$ cat src/rtl/seg_7_scan_decode.sv
// Recovers per-digit BCD values from a multiplexed 7-segment display bus.
// Each digit is debounced independently; illegal patterns and multi-hot selects are flagged.
module seg_7_scan_decode #(
  parameter int unsigned N_DIG      = 4,
  parameter int unsigned STABLE_CNT = 3
) (
  input  logic               clk,
  input  logic               rst,
  input  logic [0:6]         seg_7,
  input  logic [N_DIG-1:0]   dig_sel,
  input  logic               clr_err,
  output logic [4*N_DIG-1:0] bcd,
  output logic [N_DIG-1:0]   digit_valid,
  output logic               update,
  output logic               pat_err,
  output logic               sel_err
);

  localparam logic [7:0]       StableMax = 8'(STABLE_CNT);
  localparam logic [N_DIG-1:0] SelOne    = 1;

  logic [0:6]         seg_m, s_seg;
  logic [N_DIG-1:0]   sel_m, s_sel, sel_q;
  logic [0:6]         cand_q [N_DIG];
  logic [0:6]         cand_d [N_DIG];
  logic [7:0]         cnt_q  [N_DIG];
  logic [7:0]         cnt_d  [N_DIG];
  logic [4*N_DIG-1:0] bcd_q, bcd_d;
  logic [N_DIG-1:0]   valid_q, valid_d;
  logic               update_q, update_d;
  logic               pat_err_q, pat_err_d;
  logic               sel_err_q, sel_err_d;

  logic       sel_onehot, sel_multi, sel_stable, sample;
  logic       pat_legal, pat_blank, pat_set;
  logic [3:0] pat_val;

  assign sel_onehot = (s_sel != '0) && ((s_sel & (s_sel - SelOne)) == '0);
  assign sel_multi  = (s_sel != '0) && !sel_onehot;
  assign sel_stable = (s_sel == sel_q);
  // The first cycle after any select change is a blanking cycle and never sampled.
  assign sample     = sel_onehot && sel_stable;

  always_comb begin
    pat_val   = 4'd0;
    pat_legal = 1'b1;
    pat_blank = 1'b0;
    case (s_seg)
      7'b1111110: pat_val = 4'd0;
      7'b0110000: pat_val = 4'd1;
      7'b1101101: pat_val = 4'd2;
      7'b1111001: pat_val = 4'd3;
      7'b0110011: pat_val = 4'd4;
      7'b1011011: pat_val = 4'd5;
      7'b1011111: pat_val = 4'd6;
      7'b1110000: pat_val = 4'd7;
      7'b1111111: pat_val = 4'd8;
      7'b1110011: pat_val = 4'd9;
      7'b0000000: begin
        pat_legal = 1'b0;
        pat_blank = 1'b1;
      end
      default:    pat_legal = 1'b0;
    endcase
  end

  always_comb begin
    bcd_d    = bcd_q;
    valid_d  = valid_q;
    update_d = 1'b0;
    pat_set  = 1'b0;
    for (int i = 0; i < N_DIG; i++) begin
      cand_d[i] = cand_q[i];
      cnt_d[i]  = cnt_q[i];
      if (sample && s_sel[i]) begin
        if (s_seg == cand_q[i]) begin
          // Saturated counters hold, so a steady digit is accepted only once.
          if (cnt_q[i] != StableMax) begin
            cnt_d[i] = cnt_q[i] + 8'd1;
            if (cnt_d[i] == StableMax) begin
              bcd_d[4*i +: 4] = pat_legal ? pat_val : 4'd0;
              valid_d[i]      = pat_legal;
              pat_set         = !pat_legal && !pat_blank;
              update_d        = (bcd_d[4*i +: 4] != bcd_q[4*i +: 4]) ||
                                (valid_d[i] != valid_q[i]);
            end
          end
        end else begin
          cand_d[i] = s_seg;
          cnt_d[i]  = 8'd1;
        end
      end
    end
    pat_err_d = pat_set | (pat_err_q & ~clr_err);
    sel_err_d = (sel_multi & sel_stable) | (sel_err_q & ~clr_err);
  end

  always_ff @(posedge clk or posedge rst) begin
    if (rst) begin
      seg_m     <= '0;
      s_seg     <= '0;
      sel_m     <= '0;
      s_sel     <= '0;
      sel_q     <= '0;
      bcd_q     <= '0;
      valid_q   <= '0;
      update_q  <= 1'b0;
      pat_err_q <= 1'b0;
      sel_err_q <= 1'b0;
      for (int i = 0; i < N_DIG; i++) begin
        cand_q[i] <= '0;
        cnt_q[i]  <= '0;
      end
    end else begin
      seg_m     <= seg_7;
      s_seg     <= seg_m;
      sel_m     <= dig_sel;
      s_sel     <= sel_m;
      sel_q     <= s_sel;
      bcd_q     <= bcd_d;
      valid_q   <= valid_d;
      update_q  <= update_d;
      pat_err_q <= pat_err_d;
      sel_err_q <= sel_err_d;
      for (int i = 0; i < N_DIG; i++) begin
        cand_q[i] <= cand_d[i];
        cnt_q[i]  <= cnt_d[i];
      end
    end
  end

  assign bcd         = bcd_q;
  assign digit_valid = valid_q;
  assign update      = update_q;
  assign pat_err     = pat_err_q;
  assign sel_err     = sel_err_q;

endmodule

$ cat config.mk
export PLATFORM = sky130hd
export DESIGN_NAME = seg_7_scan_decode
export DESIGN_NICKNAME = d
export VERILOG_FILES = /design/src/rtl/seg_7_scan_decode.sv
export SDC_FILE = /design/constraint.sdc
export NUM_CORES = 1
export LEC_CHECK = 0
export ABC_AREA = 0
export BUFFER_PORTS_ARGS = -buffer_cell sky130_fd_sc_hd__buf_2
export CORE_UTILIZATION = 45
export DETAILED_ROUTE_END_ITERATION = 10
export PLACE_DENSITY = 0.64
export SETUP_SLACK_MARGIN = 0.02
export SKIP_LAST_GASP = 1
export SLEW_MARGIN = 20
export SYNTH_ARGS = -nofsm -noshare
export SYNTH_HDL_FRONTEND = slang
export SYNTH_SLANG_ARGS = --single-unit
$ cat constraint.sdc
create_clock -name clk -period 3.15 [get_ports clk]
set_input_delay 0.1575 -clock clk [delete_from_list [all_inputs] [get_ports clk]]
set_output_delay 0.1575 -clock clk [all_outputs]
set_load 0.02 [all_outputs]
Yosys cells after proc, flatten, opt, wreduce, memory -nomap -nowiden
Index checks and enable logic that the tools add are counted.

Add/subtract/negate cells: 5. Eq/ne operators: 35. Multiplexer cells: 44. Bitwise gates (word level): 11. Reduce and logical (&&, ||, !) cells: 31.

Operators by type and width (count): 2-to-1 mux 8 bit (8); == test 7 bit, second input constant (8); one-hot mux 4 bit (9 select lines) (1); 2-to-1 mux 1 bit (34); adder 8 x 1 -> 8 bit, second input constant (4); == test 8 x 2 -> 1 bit, second input constant (4); != test 8 x 2 -> 1 bit, second input constant (4); == test 7 bit (4); != test 4 bit (4); AND reduction 2 bit (8); AND reduction 4 bit (4); == test 7 x 6 -> 1 bit, second input constant (2); OR reduction 10 bit (1); logical AND 1 bit (8); != test 2 x 1 -> 1 bit, second input constant (4); zero test 7 bit (1); NOT 1 bit (5); AND 4 bit (1); == test 4 bit (1); zero test 4 bit (1); logical OR 1 bit (4); 2-to-1 mux 4 bit (1); != test 1 bit (4); nonzero test 4 bit (1); 4 further kinds (9).

Register bits after elaboration: 109. Input port bits: 14. Output and inout port bits: 23.

Logic depth before layout (Yosys ltp)
Depth in word-level cells: 22. Depth in mapped cells: 10. Gate-level depth less buffers: 8.

Worst setup path after synthesis
Ideal clock, no wire load.

Path kind: register -> register. Start: register s_seg[5] (netlist name). End: register pat_err_q, in the netlist pat_err. Arrival time: 2.286 ns. Data required time: 3.076 ns. Path slack: 0.790 ns. Cell stages (with the launch flop): 10. Buffers on the path: 2. Clock period less this slack: 2.360 ns. Cell sequence: dfrtp_1 buf_6 xor2_2 nor4_4 nand4_4 or2_4 or4b_4 buf_6 a41o_1 o21ai_2.

Longest elaborated chain between the ends: 22.

Ends and longest elaborated chain: start, declared (RTL line 22) `logic [0:6] seg_m, s_seg;`; start signal, assigned (RTL line 116) `s_seg <= seg_m;`; == test 7 bit / == test 7 x 6 -> 1 bit (equally long branches) (RTL line 48) `case (s_seg)`; OR reduction 10 bit (no line); 2-to-1 mux 1 bit (RTL line 48); zero test 1 bit (RTL line 83) `pat_set = !pat_legal && !pat_blank;`; logical AND 1 bit (RTL line 83); 2-to-1 mux 1 bit (RTL line 80) `if (cnt_d[i] == StableMax) begin`; 2-to-1 mux 1 bit (RTL line 78) `if (cnt_q[i] != StableMax) begin`; 2-to-1 mux 1 bit (RTL line 76) `if (s_seg == cand_q[i]) begin`; [... 7 more ...]; 2-to-1 mux 1 bit (RTL line 76); 2-to-1 mux 1 bit (RTL line 75) `if (sample && s_sel[i]) begin`; 2-to-1 mux 1 bit (RTL line 80); 2-to-1 mux 1 bit (RTL line 78); 2-to-1 mux 1 bit (RTL line 76); 2-to-1 mux 1 bit (*) (RTL line 75); bitwise OR 1 bit (*) (RTL line 94) `pat_err_d = pat_set | (pat_err_q & ~clr_err);`; net pat_err_d (RTL line 31) `logic pat_err_q, pat_err_d;`; end signal, assigned (RTL line 123) `pat_err_q <= pat_err_d;`; end, declared (RTL line 31).

Mark *: on every way through the listed nets, which the timed path passes. The rest lies on a longest branch. A chain may end at the register's enable or synchronous reset.

Worst setup path after layout
Start: register s_seg[6] (netlist name). End: register pat_err_q, in the netlist pat_err.

Same word-level chain as after synthesis.

==> run metrics <==
# fillers 1080; Pre-Repair DR Iteration Count 4; Final nets 648; top sig layer met4; worst skew pair latency 0.35 ns; critical-path cell list xnor2_1 > nand4_1 > or3b_1 > or3b_1 > or3_1 > a41o_1 > o21ai_2; number of buffers and inverters on the critical path 0; Seq/Total Area, Yosys 47.91%; maximum buffer depth of the clock tree 2; startpoint types register; Final Max Tran Viols 0; cell mode on critical path or3b_1; Max Fclk 0.3597 GHz; TritonCTS clock tree built; post-synthesis async set-or-reset flop share 100.0%; largest stage delay on the critical path 0.65 ns; I/O Pins 37; initial antenna violation count 0; Syn Inst Count 573; number of flops mapped to enable cells by yosys 0; measured slew at the worst slew-check pin 0.6240 ns; pwr/cell area 442.0 nW/µm²; dpl hpwl 8.409 mm; Critical Path Start s_seg[6]; Yosys cell types 67; Top FF cell, synth dfrtp_1; CP delay by family, top simple AND/OR/NAND/NOR gates; H-tree depth 3; vias after detailed routing 4368; Routed wire per std cell 14.78 µm; hold_ws 0.05330 ns; Crit-path slowest cell dfrtp_1; Synth Net Count 595; Crit. End Element register; first-pass GRT wire length 20.45 mm; critical path data arrival time 3.06 ns; P&R area growth vs syn 14.73%; setup_tns 0 ns; yosys warns 0; reg-to-reg startpoint s_seg[6]; Post-Syn Area 5693 µm²; Residual DRC 0; Die Y 114.5 µm; layout cells sized above 1 17.27%; pin count of the biggest net entering global routing 72; # resized after CTS 0; Root Driver clkbuf_16; CP Class reg2reg; initial core utilization 46.81%; final setup violation count 0; # Max-Cap Violations 0; Buffers on Ports 36; Max FO, Critical Path 14; synthesized area per cell 9.935 µm²; Peak VDD IR 261.0 µV; Yosys reg bits 109; Sink Count 109; fin crit share 88.25%; die area 13100 µm²; skew final 0.01183 ns; unrepaired setup endpoints after global routing false; worst hold-check path type in2reg; Slew HR 58.23%; metal3 WL 485 µm; wire length on met1 5.849 mm; DR vias/cell 5.467; Final ANT Viol Nets 0; metal2 WL 5.310 mm; total global routing overflow 0; status complete, no violations; RePlAce Congestion 0.8958; vias in the first global route 4104; Rows 40; CP required 3.43 ns; initial DRC count 273; Hold Fails Final Rpt 0; Clock Pin Slew Worst Setup and Hold Paths 0.07 ns; fin crit period 2.780 ns; hold_sp clr_err; core area 12160 µm²; Routed WL 11.81 mm; # diodes 0; Num CTS Buffers 9; Post-CTS Setup Inserts 0; Die Wd 114.5 µm; GRT Resource Usage Total 19.93%; Leak 2.908 nW
-- worst register-to-register path: cells and delay by family (launching register included) --
| kind | cells | cell delay (ns) |
|---|---|---|
| and+or+nand+nor | 4 | 1.60 |
| DFF | 1 | 0.65 |
| AOI/OAI and AO/OA | 2 | 0.29 |
| xor gates and xnor gates | 1 | 0.18 |
-- cell usage in the layout, fill, tap and decap left out, types with 4 or more instances in the layout --
master	instances
clkbuf_16	9
mux2_2	23
clkinvlp_4	4
nor2b_1	6
nand2_1	79
buf_4	19
o21ai_0	57
inv_1	11
o41ai_1	5
mux2i_1	4
nand4_1	18
buf_2	36
or3_1	6
nand2b_1	8
a21oi_1	7
ha_1	8
xnor2_1	29
nand3_1	25
nor2_1	37
nor4_1	5
dfrtp_1	109
o31ai_1	14
dlygate4sd3_1	12
and3_1	11
nor3_1	5
xor2_1	18
-- flip-flops by register name, indices dropped and copies added, names as in the netlist, 4 cells and up --
register / flops
sel_m: 4
cand_q: 28
digit_valid: 4
sel_q: 4
seg_m: 7
bcd: 16
cnt_q: 32
s_seg: 7
s_sel: 4
-- power breakdown --
part	switching, mW	internal, mW	total, mW
Sequential	0.0591	1.46	1.52
Clock	0.523	0.622	1.15
Combinational	0.120	0.107	0.226
-- metrics by stage --
stage | util, % | total power [mW] | setup slack (ns) | cells | area [µm²]
final | 53.70 | 2.887 | 0.3701 | 799 | 6531
after global routing | 53.70 | 3.021 | 0.2048 | 799 | 6531
after CTS | 53.70 | 2.931 | 0.3628 | 799 | 6531
after detailed placement | 50.25 | 1.761 | 0.3638 | 771 | 6111
after global placement | 50.25 | 1.751 | 0.4053 | 771 | 6111
after floorplan | - | 1.699 | 0.1186 | 573 | 5693
-- Yosys cell counts (5+ instances only) --
library cell / instances / area (µm²)
a21oi_1: 7 / 35.03
and3_1: 11 / 68.82
buf_2: 8 / 40.04
clkbuf_1: 13 / 48.80
dfrtp_1: 109 / 2728
ha_1: 8 / 100.1
inv_1: 12 / 45.04
mux2_2: 23 / 259.0
nand2_1: 79 / 296.5
nand2b_1: 8 / 50.05
nand3_1: 25 / 125.1
nand4_1: 18 / 112.6
nor2_1: 37 / 138.9
nor2b_1: 6 / 37.54
nor3_1: 5 / 25.02
nor4_1: 5 / 31.28
o21ai_0: 57 / 285.3
o31ai_1: 14 / 105.1
o41ai_1: 5 / 43.79
or3_1: 6 / 37.54
xnor2_1: 29 / 254.0
xor2_1: 18 / 157.7
-- final timing paths --
kind	to	slack, ns	cells after the start
setup / recovery	pat_err	0.37	7
hold reg to reg	s_sel[1]	0.35	0
min in group asynchronous	s_seg[1]	0.39	3
hold / removal	pat_err	0.05	2
max in group asynchronous	cnt_q[12]	2.01	4
setup reg to reg	pat_err	0.37	7
-- cell type report --
cell class | count | area, µm² | area share [%]
Multi-Input combinational cell | 426 | 2783 | 42.61
Inverter | 12 | 47.55 | 0.7280
Timing Repair Buffer | 68 | 462.9 | 7.088
Tap cell | 168 | 210.2 | 3.218
Sequential cell | 109 | 2728 | 41.76
Clock inverter | 6 | 71.32 | 1.092
Clock buffer | 10 | 229.0 | 3.506
-- metal layers --
layer | vias up | global-route usage (%)
met2 | 85 | 30.46
li1 | 2144 | -
met1 | 2127 | 28.40
met3 | 12 | 3.547
met4 | 0 | 7.186
met5 | - | 0
-- cell families (layout without fill, tap and decap cells) --
| group | after synthesis | after routing | share of synthesized area (%) |
|---|---|---|---|
| AOI/OAI and AO/OA | 114 | 114 | 12.90 |
| and+or+nand+nor | 229 | 229 | 21.45 |
| adders and majority gates | 8 | 8 | 1.758 |
| buffers and inverters | 38 | 96 | 3.209 |
| muxes | 27 | 27 | 5.253 |
| DFF | 109 | 109 | 47.91 |
| xor gates and xnor gates | 48 | 48 | 7.516 |
-- timing repair --
| action | 4_1_cts | 5_1_grt |
|---|---|---|
| hold buffers | 12 | 0 |
| setup endpoints to repair | 0 | 0 |
| hold endpoints to repair | 49 | 0 |
(Power assumes the default switching activity.)
